**src/rtl/alu_sequencer_pkg.sv**
```systemverilog
// alu_sequencer_pkg: shared ALU opcode encodings and sequencer state encoding
package alu_sequencer_pkg;
    localparam logic [3:0] ALU_ADD = 4'd0;
    localparam logic [3:0] ALU_SUB = 4'd1;
    localparam logic [3:0] ALU_AND = 4'd2;
    localparam logic [3:0] ALU_OR  = 4'd3;
    localparam logic [3:0] ALU_XOR = 4'd4;
    localparam logic [3:0] ALU_NOT = 4'd5;
    localparam logic [3:0] ALU_SLL = 4'd6;
    localparam logic [3:0] ALU_SRL = 4'd7;
    localparam logic [3:0] ALU_SRA = 4'd8;
    localparam logic [3:0] ALU_MUL = 4'd9;
    localparam logic [3:0] ALU_DIV = 4'd10;
    localparam logic [3:0] ALU_MOD = 4'd11;

    typedef enum logic [2:0] {
        SEQ_IDLE,
        SEQ_RD_A,
        SEQ_RD_B,
        SEQ_EXEC,
        SEQ_WB
    } seq_state_e;

    function automatic logic is_div_op(input logic [3:0] op);
        return op == ALU_DIV || op == ALU_MOD;
    endfunction
endpackage

```
**src/rtl/alu_seq_fsm.sv**
```systemverilog
// alu_seq_fsm: sequencer state machine, request handshake and busy flag
// ports: clk, rst (async, active-high), req_valid in; state, req_ready, busy, accept out
module alu_seq_fsm
    import alu_sequencer_pkg::*;
(
    input  logic       clk,
    input  logic       rst,
    input  logic       req_valid,
    output seq_state_e state,
    output logic       req_ready,
    output logic       busy,
    output logic       accept
);
    seq_state_e state_n;

    always_ff @(posedge clk or posedge rst)
        if (rst) state <= SEQ_IDLE;
        else     state <= state_n;

    always_comb begin
        req_ready = state == SEQ_IDLE || state == SEQ_WB;
        busy      = state != SEQ_IDLE;
        accept    = req_valid & req_ready;
        state_n   = SEQ_IDLE;
        case (state)
            SEQ_IDLE, SEQ_WB: state_n = accept ? SEQ_RD_A : SEQ_IDLE;
            SEQ_RD_A:         state_n = SEQ_RD_B;
            SEQ_RD_B:         state_n = SEQ_EXEC;
            SEQ_EXEC:         state_n = SEQ_WB;
            default:          state_n = SEQ_IDLE;
        endcase
    end
endmodule

```
**src/rtl/alu_sequencer.sv**
```systemverilog
// alu_sequencer: multicycle front end reading operands, driving the external ALU and writing back
// ports: req_* handshake from control; rf_* single sync read port + write port; alu_* to the ALU;
//        busy, done and err_div0 status
module alu_sequencer
    import alu_sequencer_pkg::*;
#(
    parameter int WORD_SIZE  = 64,
    parameter int REG_ADDR_W = 5
) (
    input  logic                  clk,
    input  logic                  rst,
    input  logic                  req_valid,
    output logic                  req_ready,
    input  logic [3:0]            req_op,
    input  logic [REG_ADDR_W-1:0] req_rd,
    input  logic [REG_ADDR_W-1:0] req_rs1,
    input  logic [REG_ADDR_W-1:0] req_rs2,
    input  logic                  req_use_imm,
    input  logic [WORD_SIZE-1:0]  req_imm,
    output logic [REG_ADDR_W-1:0] rf_raddr,
    input  logic [WORD_SIZE-1:0]  rf_rdata,
    output logic                  rf_we,
    output logic [REG_ADDR_W-1:0] rf_waddr,
    output logic [WORD_SIZE-1:0]  rf_wdata,
    output logic [WORD_SIZE-1:0]  alu_a,
    output logic [WORD_SIZE-1:0]  alu_b,
    output logic [3:0]            alu_op,
    input  logic [WORD_SIZE-1:0]  alu_out,
    output logic                  busy,
    output logic                  done,
    output logic                  err_div0
);
    seq_state_e            state;
    logic                  accept, exec, wb, use_imm_q, div0_q;
    logic [3:0]            op_q, op_h;
    logic [REG_ADDR_W-1:0] rd_q, rs1_q, rs2_q;
    logic [WORD_SIZE-1:0]  imm_q, a_q, a_h, b_h, res_q, b_live;

    alu_seq_fsm u_fsm (
        .clk       (clk),
        .rst       (rst),
        .req_valid (req_valid),
        .state     (state),
        .req_ready (req_ready),
        .busy      (busy),
        .accept    (accept)
    );

    assign exec   = state == SEQ_EXEC;
    assign wb     = state == SEQ_WB;
    assign b_live = use_imm_q ? imm_q : rf_rdata;

    always_ff @(posedge clk or posedge rst)
        if (rst) begin
            op_q      <= '0;
            rd_q      <= '0;
            rs1_q     <= '0;
            rs2_q     <= '0;
            imm_q     <= '0;
            use_imm_q <= 1'b0;
            a_q       <= '0;
            res_q     <= '0;
            div0_q    <= 1'b0;
            a_h       <= '0;
            b_h       <= '0;
            op_h      <= '0;
        end else begin
            if (accept) begin
                op_q      <= req_op;
                rd_q      <= req_rd;
                rs1_q     <= req_rs1;
                rs2_q     <= req_rs2;
                imm_q     <= req_imm;
                use_imm_q <= req_use_imm;
            end
            if (state == SEQ_RD_B) a_q <= rf_rdata;
            if (exec) begin
                res_q  <= alu_out;
                div0_q <= is_div_op(op_q) && b_live == '0;
                a_h    <= a_q;
                b_h    <= b_live;
                op_h   <= op_q;
            end
        end

    // ALU ports show live operands only in EXEC and otherwise replay the last EXEC values
    assign alu_a    = exec ? a_q : a_h;
    assign alu_b    = exec ? b_live : b_h;
    assign alu_op   = exec ? op_q : op_h;
    assign rf_raddr = state == SEQ_RD_A ? rs1_q : rs2_q;
    // state resets asynchronously, so a reset during WB drops the write enable at once
    assign rf_we    = wb & ~div0_q;
    assign rf_waddr = rd_q;
    assign rf_wdata = res_q;
    assign done     = wb;
    assign err_div0 = wb & div0_q;
endmodule

```
**config.mk**
```make
export PLATFORM = sky130hd
export DESIGN_NAME = alu_sequencer
export DESIGN_NICKNAME = d
export VERILOG_FILES = /design/src/rtl/alu_sequencer_pkg.sv /design/src/rtl/alu_seq_fsm.sv /design/src/rtl/alu_sequencer.sv
export SDC_FILE = /design/constraint.sdc
export NUM_CORES = 1
export LEC_CHECK = 0
export BUFFER_PORTS_ARGS = -buffer_cell sky130_fd_sc_hd__buf_4
export CELL_PAD_IN_SITES_DETAIL_PLACEMENT = 1
export CELL_PAD_IN_SITES_GLOBAL_PLACEMENT = 2
export CORE_ASPECT_RATIO = 1.1
export CORE_MARGIN = 2
export CORE_UTILIZATION = 29
export CTS_CLUSTER_DIAMETER = 150
export CTS_CLUSTER_SIZE = 40
export DETAILED_ROUTE_END_ITERATION = 10
export GPL_ROUTABILITY_DRIVEN = 1
export HOLD_SLACK_MARGIN = 0.05
export PLACE_DENSITY = 0.79
export RECOVER_POWER = 25
export SYNTH_ARGS = -nofsm -noshare
export SYNTH_HDL_FRONTEND = slang
export SYNTH_SLANG_ARGS = --single-unit
```
**constraint.sdc**
```tcl
create_clock -name clk -period 12.1 [get_ports clk]
set_input_delay 2.42 -clock clk [delete_from_list [all_inputs] [get_ports clk]]
set_output_delay 2.42 -clock clk [all_outputs]
set_load 0.02 [all_outputs]
```
==> Word-level counts from Yosys, hierarchy flattened <==
Cells that the tools add are included.
{ "word_totals": {"reg_bits": 348, "output_inout_bits": 211, "word_cells": 37} }
{ "classes": {"n_eq_ne": 6, "muxes": 7, "bitwise_logic": 4, "reduce_logical": 7} }
{ "op_table": {"columns": ["op", "count"], "rows": [
  ["two-way mux 64 bit", 3],
  ["logical NOT 64 bit", 1],
  ["case mux 3 bit (4 select lines)", 1],
  ["equality test 4 bit, second input constant", 2],
  ["equality test 3 x 2 -> 1 bit, second input constant", 2],
  ["two-way mux 5 bit", 1],
  ["two-way mux 4 bit", 1],
  ["bitwise AND 1 bit", 3],
  ["equality test 3 x 1 -> 1 bit, second input constant", 1],
  ["equality test 3 bit, second input constant", 1],
  ["logical NOT 3 bit", 1],
  ["nonzero test 3 bit", 1],
  ["logical OR 1 bit", 2],
  ["OR reduction 2 bit", 1],
  ["logical AND 1 bit", 1],
  ["two-way mux 1 bit", 1],
  ["inverter 1 bit", 1]
]} }

==> Logic depth before layout (Yosys ltp) <==
Gate-level depths: netlist (run 1).
{ "depth": {"word_depth": 5, "ltp_mapped": 6, "ltp_nobuf": 6} }

==> Cells and area by module <==
Synthesis (run 1) repeated with hierarchy kept, for this count alone.
{ "hier_totals": {"cells_unflattened": 1226, "area_unflattened_um2": 13893.3} }
{ "by_module_without_submodules": {"columns": ["module", "n_inst", "cells_each", "area_per_inst_um2"], "rows": [
  ["alu_sequencer", 1, 1212, 13760.7],
  ["alu_seq_fsm", 1, 14, 132.6]
]} }

==> Worst setup path before layout (run 1) <==
OpenSTA, ideal clock, no wires.
{ "synth_timing": {"kind": "input-to-output", "start": "in rf_rdata[44]", "end": "out alu_b[44]", "t_arrival_ns": 2.992, "required_ns": 9.680, "path_slack_ns": 6.688, "cell_stages": 2, "n_path_buf": 0, "path_cell_list": "mux2i_1 -> o21ai_0"} }
{ "synth_via": {"elab_chain_cells": 2} }
{ "synth_rtl": {"columns": ["element", "line_no", "source"], "rows": [
  ["start: declaration", "alu_sequencer.sv:21", "input logic [WORD_SIZE-1:0] rf_rdata,"],
  ["two-way mux 64 bit", "alu_sequencer.sv:51", "assign b_live = use_imm_q ? imm_q : rf_rdata;"],
  ["two-way mux 64 bit", null, null],
  ["end: declaration", "alu_sequencer.sv:26", "output logic [WORD_SIZE-1:0] alu_b,"]
]} }
Every way passes these cells.

==> Final worst setup path (run 1) <==
{ "layout_timing": {"start": "reg u_fsm.state[2]", "end": "out alu_b[20]"} }
{ "layout_via": {"elab_chain_cells": 2} }
{ "layout_rtl": {"columns": ["element", "line_no", "source"], "rows": [
  ["start: declaration", "alu_seq_fsm.sv:9", "output seq_state_e state,"],
  ["start signal: assignment", "alu_seq_fsm.sv:18", "else state <= state_n;"],
  ["equality test 3 x 2 -> 1 bit", "alu_sequencer.sv:49", "assign exec = state == SEQ_EXEC;"],
  ["two-way mux 64 bit", null, null]
]} }
Every way passes these cells.

==> impl_metrics.json, run 1 <==
{
  "multi_input_area_um2": 5000,
  "cts_hold_buf": 0,
  "synth_seq_area_share_pct": 61.8,
  "htreeDepth": 1,
  "final_common_cell": "nand2_1",
  "grt_usage_pct": 18.4,
  "hpwl_mm": 34.4,
  "cts_tree": "done",
  "antenna_found_initial": 5,
  "cts-root-buf": "clkbuf_16",
  "dpl.cell_count": 2238,
  "cts_max_path_buffers": 3,
  "drive_gt1_share_pct": 33.8,
  "synth_edf_count": 0,
  "p_leak_nw": 8.86,
  "route.detailed.drc": 0,
  "num_rows": 84,
  "synth_mux_area_share_pct": 18.1,
  "syn_area_um2": 14100,
  "seqPwrFrac_pct": 38.4,
  "routed_wl_mm": 46.8,
  "cp.required_ns": 9.68,
  "yosys-top-cells-area": "dfrtp_1, nand2_1, mux2_2, mux2_4, mux2i_1",
  "end_kind": "output pin",
  "viasPerCell": 4.57,
  "yosysTopAreaCell": "dfrtp_1",
  "finalSetupTns_ns": 0,
  "synth_xor_area_share_pct": 0.0621,
  "cts.clk_slew.worst_paths_ns": 0.14,
  "synth-compound-area-share_pct": 2.48,
  "fin_skew_ns": 0.0310,
  "coreArea_um2": 47900,
  "rsz0062_at_grt": "false",
  "slew_violations": 248,
  "layout.nets": 1822,
  "ys_ff_latch": 348,
  "p_total_w": 0.00545,
  "setup-violations-final": 0,
  "synth-simple-area-share_pct": 14.8,
  "maxCapViolCount": 3,
  "grt_pass1_wl_mm": 71.5,
  "peakVddDrop_mv": 0.179,
  "synth-main-ff-cell": "dfrtp_1",
  "cts_resized": 0,
  "layout_setup_ws_ns": 3.98,
  "tightest_slew_ns": 4.04,
  "period_minus_slack_ns": 8.12,
  "numCtsBuffers": 12,
  "power.switching_w": 0.00230,
  "fill_cells": 5398,
  "cts_setup_buffers": 0,
  "critPathKind": "flip-flop to output pin",
  "crit_path_start_kind": "flip-flop",
  "p_int_w": 0.00314,
  "p_comb_share_pct": 51.2,
  "violations": "capacitance limit, slew limit",
  "synth_top_family_by_area": "multiplexers",
  "grt-ovfl-total": 0,
  "place_ws_ns": 6.42,
  "avgRoutedWirePerCell_um": 20.7,
  "fin_crit_sh_pct": 67.1,
  "post-route-util_pct": 37.4,
  "max-slew-margin-rel_pct": -171,
  "ant_nets": 0,
  "synth_top_area_share_pct": 61.8,
  "layout_common_cells": "nand2_1, buf_4, dfrtp_1",
  "min_path_type": "flip-flop to flip-flop",
  "drtIter0Drc": 524,
  "finalHoldViolCount": 0,
  "synth.distinct_cells": 33,
  "avgSynthCellArea_um2": 11.5,
  "io_pins": 426,
  "clk_latency_ns": 0.54,
  "p_clk_share_pct": 10.4,
  "initial_core_util_pct": 29.4,
  "synthArstFlopShare_pct": 100,
  "syn_nets": 1438,
  "grt_max_degree": 106,
  "fp.dieH_um": 235,
  "clkSinkCount": 348,
  "synthAdderAreaFrac_pct": 0,
  "crit_arrival_ns": 5.70,
  "power_per_cell_area_nw_per_um2": 304,
  "grt_pass1_vias": 11100,
  "fp.dieW_um": 214,
  "place_congestion": 0.760,
  "vias": 10300,
  "die-area_um2": 50400,
  "syn_to_final_growth_pct": 27.1,
  "instances_no_fill": 2256,
  "outcome": "complete, but fails checks",
  "swShare_pct": 42.3,
  "rrSetupSlack_ns": 6.99,
  "cp_max_fo": 105,
  "syn-instance-count": 1223,
  "seq_area_um2": 8710,
  "first_pass_iters": 4,
  "port_buffers": 425,
  "synth_warnings": 0,
  "max_freq_mhz": 123
}
[routing by layer]
layer  track usage [%]  wire length [um]
met5                 0                22
met4              4.06               882
met1              22.9             19600
met3              3.82              2600
met2              32.7             23700
[critical path, cell delays in order (launching register included)]
cell      delay (ns)
dfrtp_1         0.48
nand3b_1        0.24
clkbuf_1        2.60
buf_4           1.11
o21ai_0         0.35
buf_4           0.26
[logic make-up after synthesis]
kind of cell    after synthesis
compound gates               69
buf+inv                      69
simple gates                519
mux                         217
flops                       348
xor+xnor                      1
[cells in the mapped netlist, drive strengths merged, types with 2 or more instances]
cell type  instances
nand2            461
dfrtp            348
mux2             153
mux2i             64
o21ai             64
buf               55
nor4              27
clkbuf            12
nand4              7
nor2               6
nor3               3
nor3b              3
a21oi              2
and2               2
inv                2
nand3              2
o22ai              2
[per-stage QoR]
stage | cell area [um^2] | hold slack (ns)
after floorplan | 14100 | 0.470
after global placement | 17800 | 0.456
after detailed placement | 17800 | 0.462
after CTS | 18200 | 0.496
after global routing | 17900 | 0.519
final | 17900 | 0.492
[path summary, 6_finish.rpt]
path / depth (start not counted) / to / from
max reg2reg: 4 / b_h[20] / u_fsm.state[2]
min: 2 / a_h[24] / a_h[24]
min reg2reg: 2 / a_h[24] / a_h[24]
min in group asynchronous: 2 / a_q[38] / rst
max in group asynchronous: 4 / a_q[5] / rst
max: 5 / alu_b[20] / u_fsm.state[2]
[sequential cells by signal, summed over array words and instances (netlist names)]
register and flops:
a_q 64, div0_q 1, rf_wdata 64, a_h 64, op_h 4, use_imm_q 1
b_h 64, imm_q 64, op_q 4, u_fsm.state 3, rs2_q 5, rs1_q 5
rf_waddr 5
[area by class of cell]
type / count / area share (%)
multi-input cells: 806 / 27.9
well taps: 645 / 4.50
clock buffers: 14 / 1.84
flip-flops and latches: 348 / 48.6
inverters: 2 / 0.0768
repair buffers: 437 / 16.9
clock inverters: 1 / 0.0908
diodes: 3 / 0.0419
[power by group through the flow]
| stage | sequential (W) | clock [W] | combinational (W) |
|---|---|---|---|
| after floorplan | 0.00212 | 0 | 0.00164 |
| after global placement | 0.00210 | 0 | 0.00278 |
| after detailed placement | 0.00213 | 0 | 0.00283 |
| after CTS | 0.00210 | 0.000601 | 0.00284 |
| after global routing | 0.00217 | 0.000632 | 0.00302 |
| final | 0.00209 | 0.000567 | 0.00279 |
Power figures use the tool's default switching activity.
==> run 2: changes to the inputs <==
--- a/config.mk
+++ b/config.mk
@@ -10,13 +10,13 @@
 export CELL_PAD_IN_SITES_GLOBAL_PLACEMENT = 2
 export CORE_ASPECT_RATIO = 1.1
 export CORE_MARGIN = 2
-export CORE_UTILIZATION = 29
+export CORE_UTILIZATION = 32
 export CTS_CLUSTER_DIAMETER = 150
 export CTS_CLUSTER_SIZE = 40
 export DETAILED_ROUTE_END_ITERATION = 10
 export GPL_ROUTABILITY_DRIVEN = 1
 export HOLD_SLACK_MARGIN = 0.05
-export PLACE_DENSITY = 0.79
+export PLACE_DENSITY = 0.83
 export RECOVER_POWER = 25
 export SYNTH_ARGS = -nofsm -noshare
 export SYNTH_HDL_FRONTEND = slang
==> constraint.sdc (replaced) <==
create_clock -name clk -period 7.85 [get_ports clk]
set_input_delay 1.57 -clock clk [delete_from_list [all_inputs] [get_ports clk]]
set_output_delay 1.57 -clock clk [all_outputs]
set_load 0.02 [all_outputs]
==> run 2 against run 1 <==
The run still ends with capacitance limit, slew limit left. Hold slack barely moved. Combinational power rose by 54%. Via count about the same. Total power is 53% higher. Critical path depth rose by 1. Final cell count decreased by 3.1%. First-iteration DRC count shrank 6.3%. Flip-flop and latch count did not move. Count of clock-buffer cells in the layout is 1 lower. Global-route usage rose by 1.2 points. Critical path type unchanged.
==> impl_metrics.json, run 2 (synthesized netlist as in run 1, its figures left out) <==
{
  "outcome": "complete, but fails checks",
  "violations": "capacitance limit, slew limit",
  "cp_max_fo": 81,
  "finalSetupTns_ns": 0,
  "coreArea_um2": 43400,
  "cts_resized": 0,
  "route.detailed.drc": 0,
  "p_int_w": 0.00484,
  "seq_area_um2": 8710,
  "r2r-start": "u_fsm.state[0]",
  "viasPerCell": 4.72,
  "finalHoldWorstSlack_ns": 0.492,
  "layout.nets": 1822,
  "clkSinkCount": 348,
  "setup-violations-final": 0,
  "holdPathEnd": "a_h[1]",
  "final_common_cell": "nand2_1",
  "cp.required_ns": 6.28,
  "avgRoutedWirePerCell_um": 20.8,
  "grt_usage_pct": 19.5,
  "grt_pass1_wl_mm": 68.4,
  "critPathKind": "flip-flop to output pin",
  "clk_latency_ns": 0.54,
  "port_buffers": 425,
  "die-area_um2": 45800,
  "max_freq_mhz": 164,
  "ant_nets": 0,
  "io_pins": 426,
  "hp-start": "a_h[1]",
  "slew_violations": 259,
  "hpwl_mm": 33.1,
  "peakVddDrop_mv": 0.301,
  "p_leak_nw": 9.05,
  "cts_tree": "done",
  "met3WireLength_mm": 2.53,
  "htreeDepth": 1,
  "antenna_found_initial": 7,
  "wl_met1_mm": 19.0,
  "tightest_slew_ns": 3.46,
  "swShare_pct": 42.1,
  "vias": 10300,
  "crit_arrival_ns": 4.53,
  "routed_wl_mm": 45.4,
  "layout_common_cells": "nand2_1, buf_4, dfrtp_1",
  "cts.clk_slew.worst_paths_ns": 0.13,
  "fin_crit_sh_pct": 77.7,
  "max-slew-margin-rel_pct": -131,
  "min_path_type": "flip-flop to flip-flop",
  "power_per_cell_area_nw_per_um2": 463,
  "cts-root-buf": "clkbuf_16",
  "power.switching_w": 0.00351,
  "numCtsBuffers": 12,
  "grt_pass1_vias": 11100,
  "fill_cells": 4865,
  "r2r_cells": 4,
  "num_rows": 80,
  "crit_path_start_kind": "flip-flop",
  "drtIter0Drc": 491,
  "fin_skew_ns": 0.0236,
  "seqPwrFrac_pct": 38.2,
  "instances_no_fill": 2186,
  "p_clk_share_pct": 10.4,
  "cts_setup_buffers": 0,
  "timing.rr.end": "use_imm_q",
  "top_layer": "met5",
  "end_kind": "output pin",
  "hold_depth": 2,
  "cts_hold_buf": 0,
  "first_pass_iters": 4,
  "finalHoldViolCount": 0,
  "place_congestion": 0.769,
  "wl_met2_mm": 22.8,
  "rsz0062_at_grt": "false",
  "multi_input_area_um2": 4950,
  "drive_gt1_share_pct": 36.8,
  "period_minus_slack_ns": 6.10,
  "post-route-util_pct": 41.5,
  "cts_max_path_buffers": 3,
  "p_comb_share_pct": 51.4,
  "grt_max_degree": 168,
  "rrSetupSlack_ns": 3.14,
  "maxCapViolCount": 6,
  "dpl.cell_count": 2167,
  "fp.dieH_um": 224,
  "fp.dieW_um": 204,
  "syn_to_final_growth_pct": 27.8,
  "p_total_w": 0.00835,
  "initial_core_util_pct": 32.5,
  "grt-ovfl-total": 0
}
==> run 2: changes by cell type in the layout (fill, tap and decap cells not counted), sizes merged <==
cell and delta:
clkbuf -62, buf +61, diode +2
==> run 2: layout make-up <==
type	instances	share of cell area, %
Sequential cell	348	48.3
Multi-Input combinational cell	806	27.5
Timing Repair Buffer	437	18.2
Tap cell	574	3.99
Clock buffer	13	1.81
Clock inverter	1	0.0903
Antenna cell	5	0.0694
Inverter	2	0.0625
==> run 2: per-stage QoR <==
step	instance area, um^2	setup slack (ns)
after global routing	18000	1.29
after CTS	18100	2.75
after detailed placement	17700	3.38
final	18000	1.75
after global placement	17700	3.46
after floorplan	14100	1.62
==> run 2: worst max-delay path: stages, from the launching register on <==
cell and delay, ns:
dfrtp_1 0.46, nand3b_1 0.24, inv_4 0.68, clkbuf_1 2.05, nand2_1 0.16, nand2_1 0.21, buf_4 0.16
==> run 2: power groups by stage <==
stage | Clock [W] | Combinational [W] | Sequential, W
finish | 0.000868 | 0.00429 | 0.00319
global route | 0.000963 | 0.00464 | 0.00331
CTS | 0.000910 | 0.00437 | 0.00322
detailed placement | 0 | 0.00435 | 0.00326
global placement | 0 | 0.00427 | 0.00322
floorplan | 0 | 0.00253 | 0.00326
==> run 2: layer usage <==
metal  vias to the layer above  track usage (%)
met5                         -                0
li1                       4785                -
met1                      5230             25.1
met2                       248             33.8
met4                         6             5.00
met3                        49             3.74
==> run 2: worst max path at each step <==
stage / startpoint / end / slack, ns
final: u_fsm.state[2] / alu_a[41] / 1.75
after global routing: u_fsm.state[2] / alu_a[50] / 1.29
after CTS: u_fsm.state[2] / alu_b[39] / 2.75
after detailed placement: u_fsm.state[2] / alu_b[39] / 3.38
after global placement: u_fsm.state[2] / alu_b[58] / 3.46
after floorplan: rst / a_h[0] / 1.62
